File: config.mk
export PLATFORM = sky130hd
export DESIGN_NAME = uart_tx_fifo
export DESIGN_NICKNAME = d
export VERILOG_FILES = /design/src/rtl/uart_tx_fifo.sv
export SDC_FILE = /design/constraint.sdc
export NUM_CORES = 1
export LEC_CHECK = 0
export ABC_AREA = 1
export CAP_MARGIN = 30
export CORE_UTILIZATION = 28
export CTS_BUF_LIST = sky130_fd_sc_hd__clkbuf_2
export DETAILED_ROUTE_END_ITERATION = 16
export PLACE_DENSITY = 0.42
export SYNTH_ARGS = -nofsm -noshare
export SYNTH_HDL_FRONTEND = slang
export SYNTH_SLANG_ARGS = --single-unit
File: constraint.sdc
create_clock -name clk -period 5.28 [get_ports clk]
set_input_delay 0.528 -clock clk [delete_from_list [all_inputs] [get_ports clk]]
set_output_delay 0.528 -clock clk [all_outputs]
set_load 0.05 [all_outputs]
File: src/rtl/uart_tx_fifo.sv
// ---------------------------------------------------------------------------
// uart_tx_fifo
//   Byte buffer and launch controller in front of the UART TX control FSM.
//   The host pushes bytes at any rate. They are held in a DEPTH-entry circular
//   FIFO. One byte at a time is handed to the TX FSM/serializer with a
//   one-cycle Data_Valid pulse. The next launch waits until that frame is done.
//
// Ports
//   clk              in   system clock, rising edge
//   reset            in   asynchronous, active-low
//   i_wr_en          in   push request, sampled each rising edge
//   i_wr_data        in   byte to push
//   o_full           out  count == DEPTH
//   o_empty          out  count == 0
//   o_level          out  current count
//   o_overflow       out  sticky: a push was dropped (set beats i_ovf_clr)
//   i_ovf_clr        in   clears o_overflow
//   i_tx_busy        in   busy from TX FSM
//   o_tx_data_valid  out  Data_Valid to TX FSM, one-cycle registered pulse
//   o_tx_p_data      out  byte for the serializer, held until the next launch
//   o_launch_err     out  sticky: busy not seen within BUSY_TMO cycles of a
//                         launch; cleared only by reset
//   o_state          out  debug view of the launch FSM
//                         (0 IDLE, 1 LAUNCH, 2 WAIT_BUSY, 3 WAIT_DONE)
//
// Handshake with the TX FSM: o_tx_data_valid is high for exactly one cycle.
// o_tx_p_data is valid in that cycle and stays stable afterwards. The TX FSM
// acknowledges by raising i_tx_busy for the length of the frame. The frame is
// complete when i_tx_busy falls. No new launch happens while i_tx_busy is high.
// ---------------------------------------------------------------------------
module uart_tx_fifo #(
  parameter int DATA_WIDTH = 8,
  parameter int DEPTH      = 8,
  parameter int BUSY_TMO   = 4
) (
  input  logic                         clk,
  input  logic                         reset,
  input  logic                         i_wr_en,
  input  logic [DATA_WIDTH-1:0]        i_wr_data,
  output logic                         o_full,
  output logic                         o_empty,
  output logic [$clog2(DEPTH):0]       o_level,
  output logic                         o_overflow,
  input  logic                         i_ovf_clr,
  input  logic                         i_tx_busy,
  output logic                         o_tx_data_valid,
  output logic [DATA_WIDTH-1:0]        o_tx_p_data,
  output logic                         o_launch_err,
  output logic [1:0]                   o_state
);

  localparam int AW = $clog2(DEPTH);
  localparam int LW = AW + 1;
  localparam int TW = $clog2(BUSY_TMO + 1);

  typedef enum logic [1:0] {
    S_IDLE      = 2'd0,
    S_LAUNCH    = 2'd1,
    S_WAIT_BUSY = 2'd2,
    S_WAIT_DONE = 2'd3
  } state_t;

  state_t                r_state;
  state_t                w_next;
  logic [DATA_WIDTH-1:0] r_mem [DEPTH];
  logic [AW-1:0]         r_wr_ptr;
  logic [AW-1:0]         r_rd_ptr;
  logic [LW-1:0]         r_count;
  logic                  r_overflow;
  logic                  r_tx_valid;
  logic [DATA_WIDTH-1:0] r_tx_data;
  logic                  r_launch_err;
  logic [TW-1:0]         r_tmo;

  logic                  w_full;
  logic                  w_empty;
  logic                  w_pop;
  logic                  w_push;
  logic                  w_drop;
  logic                  w_tmo_hit;

  assign w_full  = (r_count == LW'(DEPTH));
  assign w_empty = (r_count == '0);

  // A launch pops the head. It happens only from IDLE with data available and
  // no frame in flight. A busy seen in IDLE means an external frame, so hold.
  assign w_pop  = (r_state == S_IDLE) && !w_empty && !i_tx_busy;

  // A pop in the same cycle frees a slot, so a full FIFO can still accept.
  assign w_push = i_wr_en && (!w_full || w_pop);
  assign w_drop = i_wr_en && !w_push;

  // Next-state logic for the launch FSM
  always_comb begin
    w_next    = r_state;
    w_tmo_hit = 1'b0;
    case (r_state)
      S_IDLE: begin
        if (w_pop) w_next = S_LAUNCH;
      end
      S_LAUNCH: begin
        w_next = S_WAIT_BUSY;
      end
      S_WAIT_BUSY: begin
        if (i_tx_busy) begin
          w_next = S_WAIT_DONE;
        end else if (r_tmo == TW'(BUSY_TMO - 1)) begin
          // BUSY_TMO cycles in WAIT_BUSY without an acknowledge
          w_tmo_hit = 1'b1;
          w_next    = S_IDLE;
        end
      end
      S_WAIT_DONE: begin
        if (!i_tx_busy) w_next = S_IDLE;
      end
      default: w_next = S_IDLE;
    endcase
  end

  always_ff @(posedge clk or negedge reset) begin
    if (!reset) begin
      r_state <= S_IDLE;
    end else begin
      r_state <= w_next;
    end
  end

  // Storage array: no reset, its contents are don't-care until written
  always_ff @(posedge clk) begin
    if (w_push) r_mem[r_wr_ptr] <= i_wr_data;
  end

  always_ff @(posedge clk or negedge reset) begin
    if (!reset) begin
      r_wr_ptr <= '0;
      r_rd_ptr <= '0;
      r_count  <= '0;
    end else begin
      if (w_push) r_wr_ptr <= r_wr_ptr + AW'(1);
      if (w_pop)  r_rd_ptr <= r_rd_ptr + AW'(1);
      case ({w_push, w_pop})
        2'b10:   r_count <= r_count + LW'(1);
        2'b01:   r_count <= r_count - LW'(1);
        default: r_count <= r_count;
      endcase
    end
  end

  // The launch output register, the timeout timer and the sticky flags
  always_ff @(posedge clk or negedge reset) begin
    if (!reset) begin
      r_tx_valid   <= 1'b0;
      r_tx_data    <= '0;
      r_overflow   <= 1'b0;
      r_launch_err <= 1'b0;
      r_tmo        <= '0;
    end else begin
      // The valid register is high exactly while the FSM is in LAUNCH
      r_tx_valid <= (w_next == S_LAUNCH);
      if (w_pop) r_tx_data <= r_mem[r_rd_ptr];

      if (w_drop)         r_overflow <= 1'b1;
      else if (i_ovf_clr) r_overflow <= 1'b0;

      if (w_tmo_hit) r_launch_err <= 1'b1;

      // Count cycles spent waiting for busy. Restart whenever WAIT_BUSY is left.
      if ((r_state == S_WAIT_BUSY) && (w_next == S_WAIT_BUSY))
        r_tmo <= r_tmo + TW'(1);
      else
        r_tmo <= '0;
    end
  end

  assign o_full          = w_full;
  assign o_empty         = w_empty;
  assign o_level         = r_count;
  assign o_overflow      = r_overflow;
  assign o_tx_data_valid = r_tx_valid;
  assign o_tx_p_data     = r_tx_data;
  assign o_launch_err    = r_launch_err;
  assign o_state         = r_state;

endmodule
==> flow_summary_export.csv <==
group,metric,value,unit
sta,tightestPinTransition,0.663,ns
synth,ys.warnings.count,0,
clock_tree,clk_pin_slew,0.26,ns
synth,synth_cell_types,29,
die,die_area,13900,um2
synth,synth.area.top_cells,"edfxtp_1 (51%), dfrtp_1 (17%), nor2_1 (5.8%), nand2_1 (3.9%), o21ai_1 (3.4%)",
power,power_frac_comb,43.6,%
worst_setup_path,timing.rr.start,"o_state[0]$_DFF_PN0_",
detailed_routing,dr.pass1.iters,10,
die,fp.dieW,118,um
sta,hold_viol,0,
synth,synth.most_common_cell,"edfxtp_1",
worst_setup_path,required,4.75,ns
job,max-cap-violations,0,
synth,syn-num-nets,336,
global_route,grt_remaining_overflow,0,
final_layout,drive_gt1_share,10.6,%
detailed_routing,vias,2350,
synth,synthCells,316,
synth,synth_area_per_cell,11.9,um2
final_layout,nets,373,
die,initial_utilization,28.6,%
detailed_routing,antenna_left,0,
worst_setup_path,cp_num_buf_inv,2,
sta,rsz0062_at_grt,"no",
sta,post-route-min-period,2.78,ns
worst_setup_path,crit_type,"flop to primary output",
die,core_area,13200,um2
outcome,failed_checks,"DRC",
clock_tree,clkLatencyLatePin,0.56,ns
worst_setup_path,crit_slowest_cell,"clkdlybuf4s50_1",
power,clockPowerShare,14.1,%
die,rows,42,
placed_design,routabilityCongestion,0.761,
worst_setup_path,end_kind,"primary output",
sta,max_freq,359,MHz
sta,drv_slew,0,
global_route,grt_pass1_vias,2327,
power,internal_power,0.00135,W
final_layout,antenna_cells,0,
power,p_seq_share,42.3,%
outcome,status,"finished with violations",
synth,synth_ff_type,"edfxtp_1",
detailed_routing,drtIter0Drc,106,
worst_setup_path,cp.arrival,2.26,ns
die,io_pins,32,
global_route,track_usage,13.0,%
clock_tree,h-tree-depth,3,
sta,fin_skew,0.0365,ns
worst_setup_path,path_delay_family,"buffers and inverters",
power,power.switching,0.00104,W
synth,netlist_area,3770,um2
global_route,grt_first_pass_wirelength,13.0,mm
die,dieHeight,118,um
synth,async_flop_share,28.9,%
detailed_routing,wire_per_inst,15.9,um
worst_hold_path,worstHoldPathType,"input pin to asynchronous set/reset pin",
clock_tree,cts_hold_buf,0,
global_route,grt_max_degree,35,
clock_tree,cts_made_buffers,9,
clock_tree,cts.sinks,90,
synth,synthTopCellsByCount,"edfxtp_1 (64), nor2_1 (58), nand2_1 (39), dfrtp_1 (26), o21ai_1 (26)",
synth,synth_edf_count,64,
placed_design,post-dp-hpwl,5.79,mm
clock_tree,cts_resized,0,
synth,ys_seq_elements,90,
detailed_routing,viasPerCell,4.40,
sta,slew-limit-headroom,55.7,%
power,irDropWorstVdd,0.143,mV
worst_setup_path,cp-start-kind,"flop",
power,p_per_area,543,nW/um2
synth,synth.top_cell.area_share,50.9,%
worst_setup_path,r2r_slack,3.30,ns
synth,yosysTopAreaCell,"edfxtp_1",
worst_setup_path,crit_fanout,5,
sta,finalCritPeriodShare,52.7,%
final_layout,stdcell_count,534,
sta,fin_tns_setup,0,ns
clock_tree,cts_buffer_depth,2,
power,switching_share,43.6,%
placed_design,port-buffer-count,31,
worst_setup_path,reg2reg_depth,7,
worst_setup_path,max_stage_delay,0.80,ns
final_layout,fill_cells,1321,
clock_tree,cts_setup_buffers,0,
clock_tree,root_buffer,"clkbuf_2",
detailed_routing,drc,2,
clock_tree,cts_tree,"done",
global_route,antenna_found_initial,0,
placed_design,placedCellCount,514,
worst_setup_path,reg2reg_to,"r_mem[2][0]$_DFFE_PP_",
detailed_routing,drt_wl_total,8.49,mm
synth,ys_seq_area_share,68.2,%
final_layout,syn_to_final_growth,16.4,%
power,p_leak,1.65,nW
worst_setup_path,cp.depth,4,
worst_setup_path,cp_cell_sequence,"nor2_2 > nand3_2 > inv_1 > clkdlybuf4s50_1",
sta,setup_violations,0,
[power by group through the flow]
stage	Combinational, W	Clock, W	Sequential, W
after global routing	0.00114	0.000375	0.00103
final	0.00104	0.000337	0.00101
after global placement	0.00104	0	0.00103
after floorplan	0.000541	0	0.00121
after CTS	0.00105	0.000350	0.00101
after detailed placement	0.00105	0	0.00103
[final cells by class]
class | count | area (um2) | share of cell area [%]
Tap cell | 176 | 220 | 5.01
Inverter | 21 | 78.8 | 1.79
Sequential cell | 90 | 2570 | 58.5
Clock inverter | 6 | 57.6 | 1.31
Multi-Input combinational cell | 193 | 1060 | 24.1
Timing Repair Buffer | 38 | 358 | 8.14
Clock buffer | 10 | 50.0 | 1.14
[cells in the final DEF, fill, tap and decap left out]
cell type / synthesis / layout
o211ai_1: 17 / 17
o21ai_0: 9 / 9
clkinv_1: 1 / 3
nand3_1: 14 / 14
inv_2: 6 / 6
nor2_1: 58 / 58
o21bai_1: 1 / 1
edfxtp_1: 64 / 64
nor2_8: 2 / 2
buf_4: 2 / 3
buf_2: 10 / 1
o21ai_1: 26 / 26
o21ai_4: 1 / 1
nand3_4: 1 / 1
nand3_2: 1 / 1
clkinv_2: 0 / 1
nand2_1: 39 / 39
clkbuf_2: 0 / 11
clkdlybuf4s50_1: 0 / 31
ha_1: 6 / 6
bufinv_16: 0 / 1
nand2_4: 2 / 2
nor3_1: 4 / 4
xor2_1: 3 / 3
xnor2_1: 1 / 1
clkbuf_4: 0 / 2
inv_1: 14 / 14
a21oi_1: 2 / 2
nand2_8: 1 / 1
fa_1: 1 / 1
nand2_2: 2 / 2
dfrtp_1: 26 / 26
clkinvlp_4: 0 / 2
nand3b_1: 1 / 1
nor2_2: 1 / 1
[per-stage QoR]
stage / hold slack, ns / utilization [%] / setup slack [ns] / total power [W] / cell area [um2]
final: 0.289 / 33.3 / 2.50 / 0.00239 / 4390
after global routing: 0.288 / 33.3 / 2.36 / 0.00254 / 4390
after CTS: 0.262 / 33.1 / 2.41 / 0.00241 / 4370
after detailed placement: 0.431 / 32.3 / 2.56 / 0.00207 / 4260
after global placement: 0.430 / 32.3 / 2.61 / 0.00207 / 4260
after floorplan: 0.232 / - / 3.26 / 0.00175 / 3770
[worst max-delay path by stage]
| stage | startpoint | end | slack (ns) |
|---|---|---|---|
| 3_3_place_gp | i_wr_en | r_mem[3][0]$_DFFE_PP_ | 2.61 |
| 3_5_place_dp | i_wr_en | r_mem[3][6]$_DFFE_PP_ | 2.56 |
| 5_1_grt | o_level[1]$_DFFE_PN0P_ | o_full | 2.36 |
| 6_report | o_level[1]$_DFFE_PN0P_ | o_full | 2.50 |
| 2_1_floorplan | o_state[0]$_DFF_PN0_ | r_mem[1][0]$_DFFE_PP_ | 3.26 |
| 4_1_cts | o_level[1]$_DFFE_PN0P_ | o_full | 2.41 |
[registers in the layout, indices dropped and copies added (netlist names)]
signal / cells
o_launch_err: 1
o_state: 2
r_rd_ptr: 3
o_tx_p_data: 8
r_mem: 64
r_tmo: 3
o_overflow: 1
o_tx_data_valid: 1
o_level: 4
r_wr_ptr: 3
[layer usage]
| layer | GRT usage, % | up-vias | routed length, um |
|---|---|---|---|
| met5 | 0 | - | 0 |
| met4 | 5.05 | 0 | 42 |
| met1 | 15.0 | 1135 | 3600 |
| met3 | 2.47 | 7 | 283 |
| li1 | - | 1167 | - |
| met2 | 23.7 | 41 | 4560 |
[cells by family after synthesis]
kind of cell             share of synthesized area, %
adder cells (fa/ha/maj)                          2.52
buffers and inverters                            3.81
flip-flops                                       68.2
AND/OR/NAND/NOR                                  15.7
AO/OA/AOI/OAI                                    8.92
XOR/XNOR                                        0.929
Note: power is estimated with default switching activity, not from simulation.
